<file path="config.mk">
export PLATFORM = sky130hd
export DESIGN_NAME = pc_link_unit
export DESIGN_NICKNAME = d
export VERILOG_FILES = /design/src/rtl/pc_link_unit.sv
export SDC_FILE = /design/constraint.sdc
export NUM_CORES = 1
export LEC_CHECK = 0
export CORE_ASPECT_RATIO = 1.25
export CORE_UTILIZATION = 35
export CTS_BUF_LIST = sky130_fd_sc_hd__clkbuf_8
export DETAILED_ROUTE_END_ITERATION = 7
export HOLD_SLACK_MARGIN = 0.15
export PLACE_DENSITY = 0.76
export SLEW_MARGIN = 20
export SYNTH_ARGS = -nofsm -noshare
export SYNTH_HDL_FRONTEND = slang
export SYNTH_SLANG_ARGS = --single-unit
</file>
<file path="constraint.sdc">
create_clock -name clk -period 2.8 [get_ports clk]
set_clock_uncertainty 0.1 [all_clocks]
set_input_delay 0.28 -clock clk [delete_from_list [all_inputs] [get_ports clk]]
set_output_delay 0.28 -clock clk [all_outputs]
set_load 0.01 [all_outputs]
</file>
<file path="src/rtl/pc_link_unit.sv">
// Program-counter and link-writeback stage of the KGP-RISC core: next-PC select, $ra write, stall/halt.
// Optional return-address stack is built when the macro PC_LINK_RAS_EN is defined.
module pc_link_unit #(
  parameter int unsigned         PC_WIDTH  = 32,
  parameter logic [PC_WIDTH-1:0] RESET_PC  = '0,
  parameter logic [4:0]          LINK_REG  = 5'd31,
  parameter int unsigned         RAS_DEPTH = 4
) (
  input  logic                clk,
  input  logic                rst,
  input  logic                stall,
  input  logic                instr_valid,
  input  logic                link_flag,
  input  logic                ret_flag,
  input  logic                branch_taken,
  input  logic [PC_WIDTH-1:0] branch_target,
  input  logic [PC_WIDTH-1:0] ra_in,
  input  logic                halt_req,
  output logic [PC_WIDTH-1:0] pc,
  output logic                fetch_valid,
  output logic                link_we,
  output logic [4:0]          link_waddr,
  output logic [PC_WIDTH-1:0] link_wdata,
  output logic                halted
);

  typedef enum logic [1:0] {
    BOOT = 2'd0,
    RUN  = 2'd1,
    HALT = 2'd2
  } state_t;

  state_t state;

  logic                accept_c;
  logic [PC_WIDTH-1:0] seq_pc_c;
  logic [PC_WIDTH-1:0] target_aligned_c;
  logic [PC_WIDTH-1:0] ra_aligned_c;
  logic [PC_WIDTH-1:0] ret_pc_c;
  logic [PC_WIDTH-1:0] next_pc_c;

  assign link_waddr = LINK_REG;

  // An instruction retires only in RUN with valid decode and no stall.
  assign accept_c         = (state == RUN) && instr_valid && !stall;
  assign seq_pc_c         = pc + PC_WIDTH'(4);
  assign target_aligned_c = {branch_target[PC_WIDTH-1:2], 2'b00};
  assign ra_aligned_c     = {ra_in[PC_WIDTH-1:2], 2'b00};

`ifdef PC_LINK_RAS_EN
  localparam int unsigned RAS_IW = (RAS_DEPTH > 1) ? $clog2(RAS_DEPTH) : 1;
  localparam int unsigned RAS_CW = $clog2(RAS_DEPTH + 1);

  logic [PC_WIDTH-1:0] ras_mem [RAS_DEPTH];
  logic [RAS_IW-1:0]   ras_top;
  logic [RAS_CW-1:0]   ras_count;
  logic [RAS_IW-1:0]   ras_last_c;
  logic [RAS_IW-1:0]   ras_next_c;
  logic                ras_push_c;
  logic                ras_pop_c;

  // ras_top points at the next free slot; the newest entry sits just below it.
  assign ras_last_c = (ras_top == '0) ? RAS_IW'(RAS_DEPTH - 1) : ras_top - RAS_IW'(1);
  assign ras_next_c = (ras_top == RAS_IW'(RAS_DEPTH - 1)) ? '0 : ras_top + RAS_IW'(1);
  assign ras_push_c = accept_c && link_flag;
  assign ras_pop_c  = accept_c && !link_flag && ret_flag && (ras_count != '0);
  assign ret_pc_c   = (ras_count != '0) ? ras_mem[ras_last_c] : ra_aligned_c;

  always_ff @(posedge clk) begin
    if (rst) begin
      ras_top   <= '0;
      ras_count <= '0;
    end else if (ras_push_c) begin
      // A full stack overwrites the oldest entry, which is the slot at ras_top.
      ras_mem[ras_top] <= seq_pc_c;
      ras_top          <= ras_next_c;
      if (ras_count != RAS_CW'(RAS_DEPTH)) begin
        ras_count <= ras_count + RAS_CW'(1);
      end
    end else if (ras_pop_c) begin
      ras_top   <= ras_last_c;
      ras_count <= ras_count - RAS_CW'(1);
    end
  end
`else
  assign ret_pc_c = ra_aligned_c;
`endif

  // Next-PC priority: branch-and-link, return, taken branch, sequential.
  always_comb begin
    next_pc_c = seq_pc_c;
    if (link_flag) begin
      next_pc_c = target_aligned_c;
    end else if (ret_flag) begin
      next_pc_c = ret_pc_c;
    end else if (branch_taken) begin
      next_pc_c = target_aligned_c;
    end
  end

  always_ff @(posedge clk) begin
    if (rst) begin
      state       <= BOOT;
      pc          <= RESET_PC;
      fetch_valid <= 1'b0;
      link_we     <= 1'b0;
      link_wdata  <= '0;
      halted      <= 1'b0;
    end else begin
      link_we <= 1'b0;
      case (state)
        BOOT: begin
          if (halt_req) begin
            state       <= HALT;
            fetch_valid <= 1'b0;
            halted      <= 1'b1;
          end else begin
            state       <= RUN;
            fetch_valid <= 1'b1;
          end
        end
        RUN: begin
          if (accept_c) begin
            pc <= next_pc_c;
            if (link_flag) begin
              link_we    <= 1'b1;
              link_wdata <= seq_pc_c;
            end
          end
          // The accepted instruction (if any) still completes before halting.
          if (halt_req) begin
            state       <= HALT;
            fetch_valid <= 1'b0;
            halted      <= 1'b1;
          end
        end
        HALT: begin
          fetch_valid <= 1'b0;
          halted      <= 1'b1;
        end
        default: begin
          state       <= BOOT;
          fetch_valid <= 1'b0;
          halted      <= 1'b0;
        end
      endcase
    end
  end

endmodule

</file>
==> impl_metrics.py <==
metrics = {
    "drt": {
        "drc": 0,
        "wl_met3_um": 1080,
        "route.vias.total": 4336,
        "maxUsedRoutingLayer": "met4",
        "met2_length_um": 6600,
        "drtIter0Drc": 356,
        "ant_nets": 0,
        "wl_met1_um": 5410,
        "dr.pass1.iters": 5,
        "wl_per_cell_um": 18.0,
        "via_per_inst": 5.84,
        "wl_um": 13400,
    },
    "timing": {
        "slew_violations": 0,
        "slew_headroom_pct": 50.1,
        "rsz0062_at_grt": "no",
        "fmax_mhz": 420,
        "fin_crit_ns": 2.38,
        "hold_viol": 0,
        "worst_slew_pin_slew_ns": 0.749,
        "finalCritPeriodShare_pct": 85.0,
        "setup_viol": 0,
        "fin_tns_setup_ns": 0,
    },
    "setup_path": {
        "r2r_start": "pc[2]",
        "cp-end-kind": "flop",
        "crit_required_ns": 2.94,
        "startpoint": "pc[2]",
        "path_class": "reg -> reg",
        "worstPathMaxFanout": 9,
        "rrSetupSlack_ns": 0.42,
        "critPathArrivalTime_ns": 2.52,
        "r2r_end": "link_wdata[28]",
        "worst_setup_path_start_kind": "flop",
        "worstRegToRegCells": 6,
        "endpoint": "link_wdata[28]",
    },
    "clock_tree": {
        "cts_hold_buffers": 0,
        "cts.repair.resized": 0,
        "cts_setup_buffers": 0,
        "cts_tree": "done",
        "clock_latency_ns": 0.35,
        "clkTransAtPathRegs_ns": 0.07,
        "clock_path_buffers": 2,
        "cts_root_buf": "clkbuf_8",
        "cts_max_level": 3,
        "cts_buffers": 9,
        "clock_sinks": 65,
    },
    "placed_design": {
        "place_congestion": 0.842,
        "io_buffers": 130,
        "place_area_um2": 5380,
        "dp_hpwl_um": 9830,
        "dp.cells": 726,
    },
    "final_layout": {
        "num_antenna_cells": 0,
        "fillCellCount": 1018,
        "finalNonFillerCells": 742,
        "drive_gt1_share_pct": 8.36,
        "area_growth_syn_to_layout_pct": 43.1,
        "fin_area_um2": 5600,
        "layout.nets": 678,
    },
    "synthesis": {
        "synth_commonest_cells": "dfxtp_1, nor2_1, nand2_1",
        "yosysUniqueCellTypes": 63,
        "synth_edf_count": 0,
        "yosys.area.top_type": "dfxtp_1",
        "yosys_warnings": 0,
        "synth_area_per_cell_um2": 8.10,
        "ys_seq_area_share_pct": 33.2,
        "synth-seq-cells": 65,
        "netlist_instances": 483,
        "synth_most_common_cell": "dfxtp_1",
        "ys_top_cells_by_area": "dfxtp_1, nor2_1, a211oi_1",
        "synth-main-ff-cell": "dfxtp_1",
        "async_flop_share_pct": 0,
        "synth_top_area_share_pct": 33.2,
        "syn_area_um2": 3910,
    },
    "floorplan": {
        "row_count": 42,
        "fp.coreArea_um2": 10700,
        "boundaryPins": 144,
        "start_util_pct": 36.5,
        "die_area_um2": 11600,
        "die_h_um": 120,
        "die_x_um": 96.6,
    },
    "pwr": {
        "power.total_mw": 2.19,
        "p_per_area_nw_per_um2": 391,
        "ir_drop_v": 0.000183,
        "p_leak_nw": 1.89,
    },
    "grt": {
        "antenna_found_initial": 0,
        "gr-total-overflow": 0,
        "grt_usage_pct": 23.4,
        "grt_pass1_wl_um": 21000,
        "grt_pass1_vias": 4230,
        "grt_max_degree": 42,
    },
    "hold_path": {
        "hp-class": "reg -> reg",
    },
    "status": {
        "status": "complete, no violations",
    },
    "flow_run": {
        "drv_cap": 0,
    },
}
[cell families (layout without fill, tap and decap cells)]
group                      after synthesis  after routing  synth area share, %
and+or+nand+nor                        178            178                 25.9
AOI/OAI and AO/OA                      149            149                 26.6
DFF                                     65             65                 33.2
buffers and inverters                   57            177                 6.59
xor gates and xnor gates                24             24                 5.37
muxes                                    7              7                 1.79
other                                    2              9                0.192
adders and majority gates                1              1                0.320
[layer usage]
metal	global-route usage, %	vias to the layer above
met1	28.9	2036
met4	9.10	0
met3	4.72	27
met5	0	-
li1	-	2045
met2	39.3	228
[critical path, stage by stage, from the launching register on]
cell     delay (ns)
dfxtp_1        0.47
ha_1           0.28
nand3_4        0.18
nor4_4         0.47
nand4_1        0.27
nor3b_1        0.21
nor4_1         0.29
[where the power goes]
part	internal (mW)	switching, mW
Clock	0.541	0.364
Combinational	0.171	0.150
Sequential	0.943	0.0231
[sequential cells by signal (all words and copies together), names as in the netlist]
| name | cells |
|---|---|
| fetch_valid | 1 |
| halted | 1 |
| link_wdata | 30 |
| link_we | 1 |
| pc | 30 |
| state | 2 |
[area by class of cell]
| type | instances | area, um^2 | share of cell area, % |
|---|---|---|---|
| multi-input combinational | 368 | 2400 | 42.9 |
| clock inverter | 5 | 71.3 | 1.27 |
| tap | 132 | 165 | 2.95 |
| timing repair buffer | 149 | 1460 | 26.1 |
| sequential | 65 | 1300 | 23.2 |
| clock buffer | 11 | 151 | 2.70 |
| inverter | 12 | 45.0 | 0.804 |
[through the flow]
stage / utilization (%) / hold slack, ns / setup WS [ns]
5_1_grt: 52.3 / 0.381 / 0.252
6_report: 52.3 / 0.362 / 0.421
4_1_cts: 52.3 / 0.369 / 0.431
3_5_place_dp: 50.2 / 0.355 / 0.426
3_3_place_gp: 50.2 / 0.339 / 0.503
2_1_floorplan: - / 0.269 / 0.725
[placed cells by master, fill, tap and decap left out, types with 3 or more instances in the layout]
cell | Yosys | layout
clkdlybuf4s50_1 | 0 | 129
nand2b_1 | 4 | 4
a22oi_1 | 9 | 9
o22ai_1 | 9 | 9
nand3_1 | 9 | 9
nor4_4 | 3 | 3
xnor2_1 | 14 | 14
buf_4 | 9 | 17
nand4_1 | 9 | 9
nor2_1 | 60 | 59
o21a_1 | 5 | 5
mux2i_1 | 7 | 7
nor3_1 | 13 | 13
a21oi_1 | 15 | 15
a221o_1 | 7 | 7
dfxtp_1 | 65 | 65
clkbuf_8 | 0 | 11
a211oi_1 | 24 | 24
inv_1 | 12 | 15
a22o_1 | 4 | 4
nor3b_1 | 4 | 4
a221oi_1 | 5 | 5
nand2_1 | 33 | 33
o21ai_0 | 32 | 32
and3_1 | 3 | 3
nand3_2 | 3 | 3
o211ai_1 | 6 | 6
nor2b_1 | 3 | 3
o31a_1 | 4 | 4
a31oi_1 | 7 | 7
nor4_1 | 13 | 13
conb_1 | 2 | 9
o221ai_1 | 4 | 4
xor2_1 | 10 | 10
[worst min path at each step]
stage / depth (start not counted) / startpoint / slack (ns) / endpoint
floorplan: 1 / halt_req / 0.27 / state[0]
global placement: 1 / halted / 0.34 / halted
detailed placement: 2 / link_wdata[3] / 0.36 / link_wdata[3]
CTS: 2 / link_wdata[3] / 0.37 / link_wdata[3]
global route: 2 / link_wdata[3] / 0.38 / link_wdata[3]
finish: 2 / link_wdata[3] / 0.36 / link_wdata[3]
Note: power is estimated with default switching activity, not from simulation.
==> RTL edit (config.mk and constraints unchanged) <==
Add a define of `PC_LINK_RAS_EN`.
--- a/src/rtl/pc_link_unit.sv
+++ b/src/rtl/pc_link_unit.sv
@@ -2,2 +2,4 @@
 // Optional return-address stack is built when the macro PC_LINK_RAS_EN is defined.
+`define PC_LINK_RAS_EN
+
 module pc_link_unit #(
Formal check against the unedited RTL: not equivalent (Yosys sat finds a counterexample within 4 cycles, from zero or initial values and one cycle with rst high).
==> RTL edit against the original RTL <==
  * Power rose to 2.8 times the old value
  * Routed wire length rose by 120%
  * Count of clock-buffer cells in the layout grew 24
  * First-iteration DRC count grew to 2.5 times the old value
  * Sequential share of layout area increased by 21 points
  * Synthesized area up 140%
  * Sequential cell count rose by 137
  * Cell area up 120%
  * Clock power rose to 2.9 times the old value
  * Critical path depth decreased by 2
  * Setup slack lost 210 ps
  * Via count rose by 77%
==> RTL edit: results (changes against the original RTL) <==
| Metric | This run | Unit | Delta |
|---|---|---|---|
| Outcome | complete, no violations | - | unchanged |
| Clk_lat worst skew | 580 | ps | was 350 ps |
| Setup Slack @ Placement | 179 | ps | was 426 ps |
| First drt pass iteration count | 7 | - | was 5 |
| Share of layout cells above drive strength 1 | 16.5 | % | was 8.36% |
| DRC marker count from the first detailed-route iteration | 901 | - | was 356 |
| Vias | 7686 | - | was 4336 |
| Final-stage net count | 1067 | - | was 678 |
| Pin count of the biggest net entering global routing | 70 | - | was 42 |
| Detailed-route vias per instance | 5.68 | - | was 5.84 |
| CP Data Arrival Time | 2800 | ps | was 2520 ps |
| Crit path max fanout | 6 | - | was 9 |
| Post-place instance area | 11500 | um2 | was 5380 um2 |
| Number of cells after detailed placement | 1295 | - | was 726 |
| IR Drop Worst-Case VDD | 0.000297 | V | was 0.000183 V |
| Routability cong. | 0.893 | - | was 0.842 |
| Worst-case register-to-register setup slack | 210 | ps | was 420 ps |
| H-tree depth reported by CTS | 1 | - | was 3 |
| Min Hold Slack | 248 | ps | was 362 ps |
| Depth of the most critical reg-to-reg path | 4 | - | was 6 |
| Port Buffer Count | 134 | - | was 130 |
| CTS buffer count | 31 | - | was 9 |
| Startpoint of the most critical hold path | halt_req | - | was link_wdata[3]$_SDFFE_PP0P_ |
| Path class of the lowest-slack min-delay path | in2reg | - | was reg2reg |
| Post-synth top cells | 128 x sky130_fd_sc_hd__edfxtp_1, 76 x sky130_fd_sc_hd__nor2_1, 74 x sky130_fd_sc_hd__dfxtp_1, 61 x sky130_fd_sc_hd__nand2_1 | - | was 65 x sky130_fd_sc_hd__dfxtp_1, 60 x sky130_fd_sc_hd__nor2_1, 33 x sky130_fd_sc_hd__nand2_1, 32 x sky130_fd_sc_hd__o21ai_0, 28 x sky130_fd_sc_hd__clkbuf_1 |
-- RTL edit: cell count changes after synthesis, sizes merged, moves of 7 or more --
cell / delta
nor2b: +7
and3: +19
nand2: +28
nor2: +15
a211oi: -13
nor3: +10
inv: +14
edfxtp: +128
o21ai: -11
a21oi: +30
mux4: +32
dfxtp: +9
clkbuf: +18
nand3: +18
-- RTL edit: path summary, 6_finish.rpt --
kind                                 to
max            ras_mem[1][25]$_DFFE_PP_
min               state[0]$_SDFFE_PP0P_
max reg2reg    ras_mem[1][25]$_DFFE_PP_
min reg2reg  link_wdata[3]$_SDFFE_PP0P_
-- RTL edit: worst max-delay path, stage by stage, from the launching register on --
cell and delay [ps]:
sky130_fd_sc_hd__dfxtp_1 480, sky130_fd_sc_hd__nand4_1 250, sky130_fd_sc_hd__or3_4 430, sky130_fd_sc_hd__or4_1 650
sky130_fd_sc_hd__xnor2_1 430
-- RTL edit: cell families (layout without fill, tap and decap cells) --
family          Yosys count  in the layout  share of synthesized area, %
simple gates            290            290                          15.7
other cells               1              5                        0.0398
flops                   202            202                          56.6
fa+ha+maj                 6              6                         0.877
buf+inv                  91            284                          4.05
mux                      44             44                          8.97
xor+xnor                 27             27                          2.51
compound gates          156            156                          11.3
-- RTL edit: routing by layer --
metal	wire [um]	up-vias	global-route usage [%]
met3	2750	83	3.92
met1	11100	3727	26.1
li1	-	3413	-
met2	13700	463	34.5
met4	1290	0	10.9
met5	0	-	0
-- RTL edit: timing repair --
action                                 in CTS  in global routing
hold buffers                                1                  0
endpoints found under the hold margin       6                  0
gates resized for setup                     0                  0
-- RTL edit: where the power goes --
part	switching (mW)	internal [mW]	total, mW
registers	0.0226	3.16	3.18
logic	0.221	0.201	0.422
clock network	1.18	1.42	2.60
total	1.42	4.78	6.20
-- RTL edit: final cells by class --
| type | instances | area, um2 |
|---|---|---|
| sequential | 202 | 5330 |
| multi-input combinational | 528 | 3740 |
| timing repair buffer | 200 | 1910 |
| clock buffer | 35 | 482 |
| inverter | 26 | 97.6 |
| fill | 2397 | 14100 |
| tap | 340 | 425 |
| clock inverter | 23 | 176 |
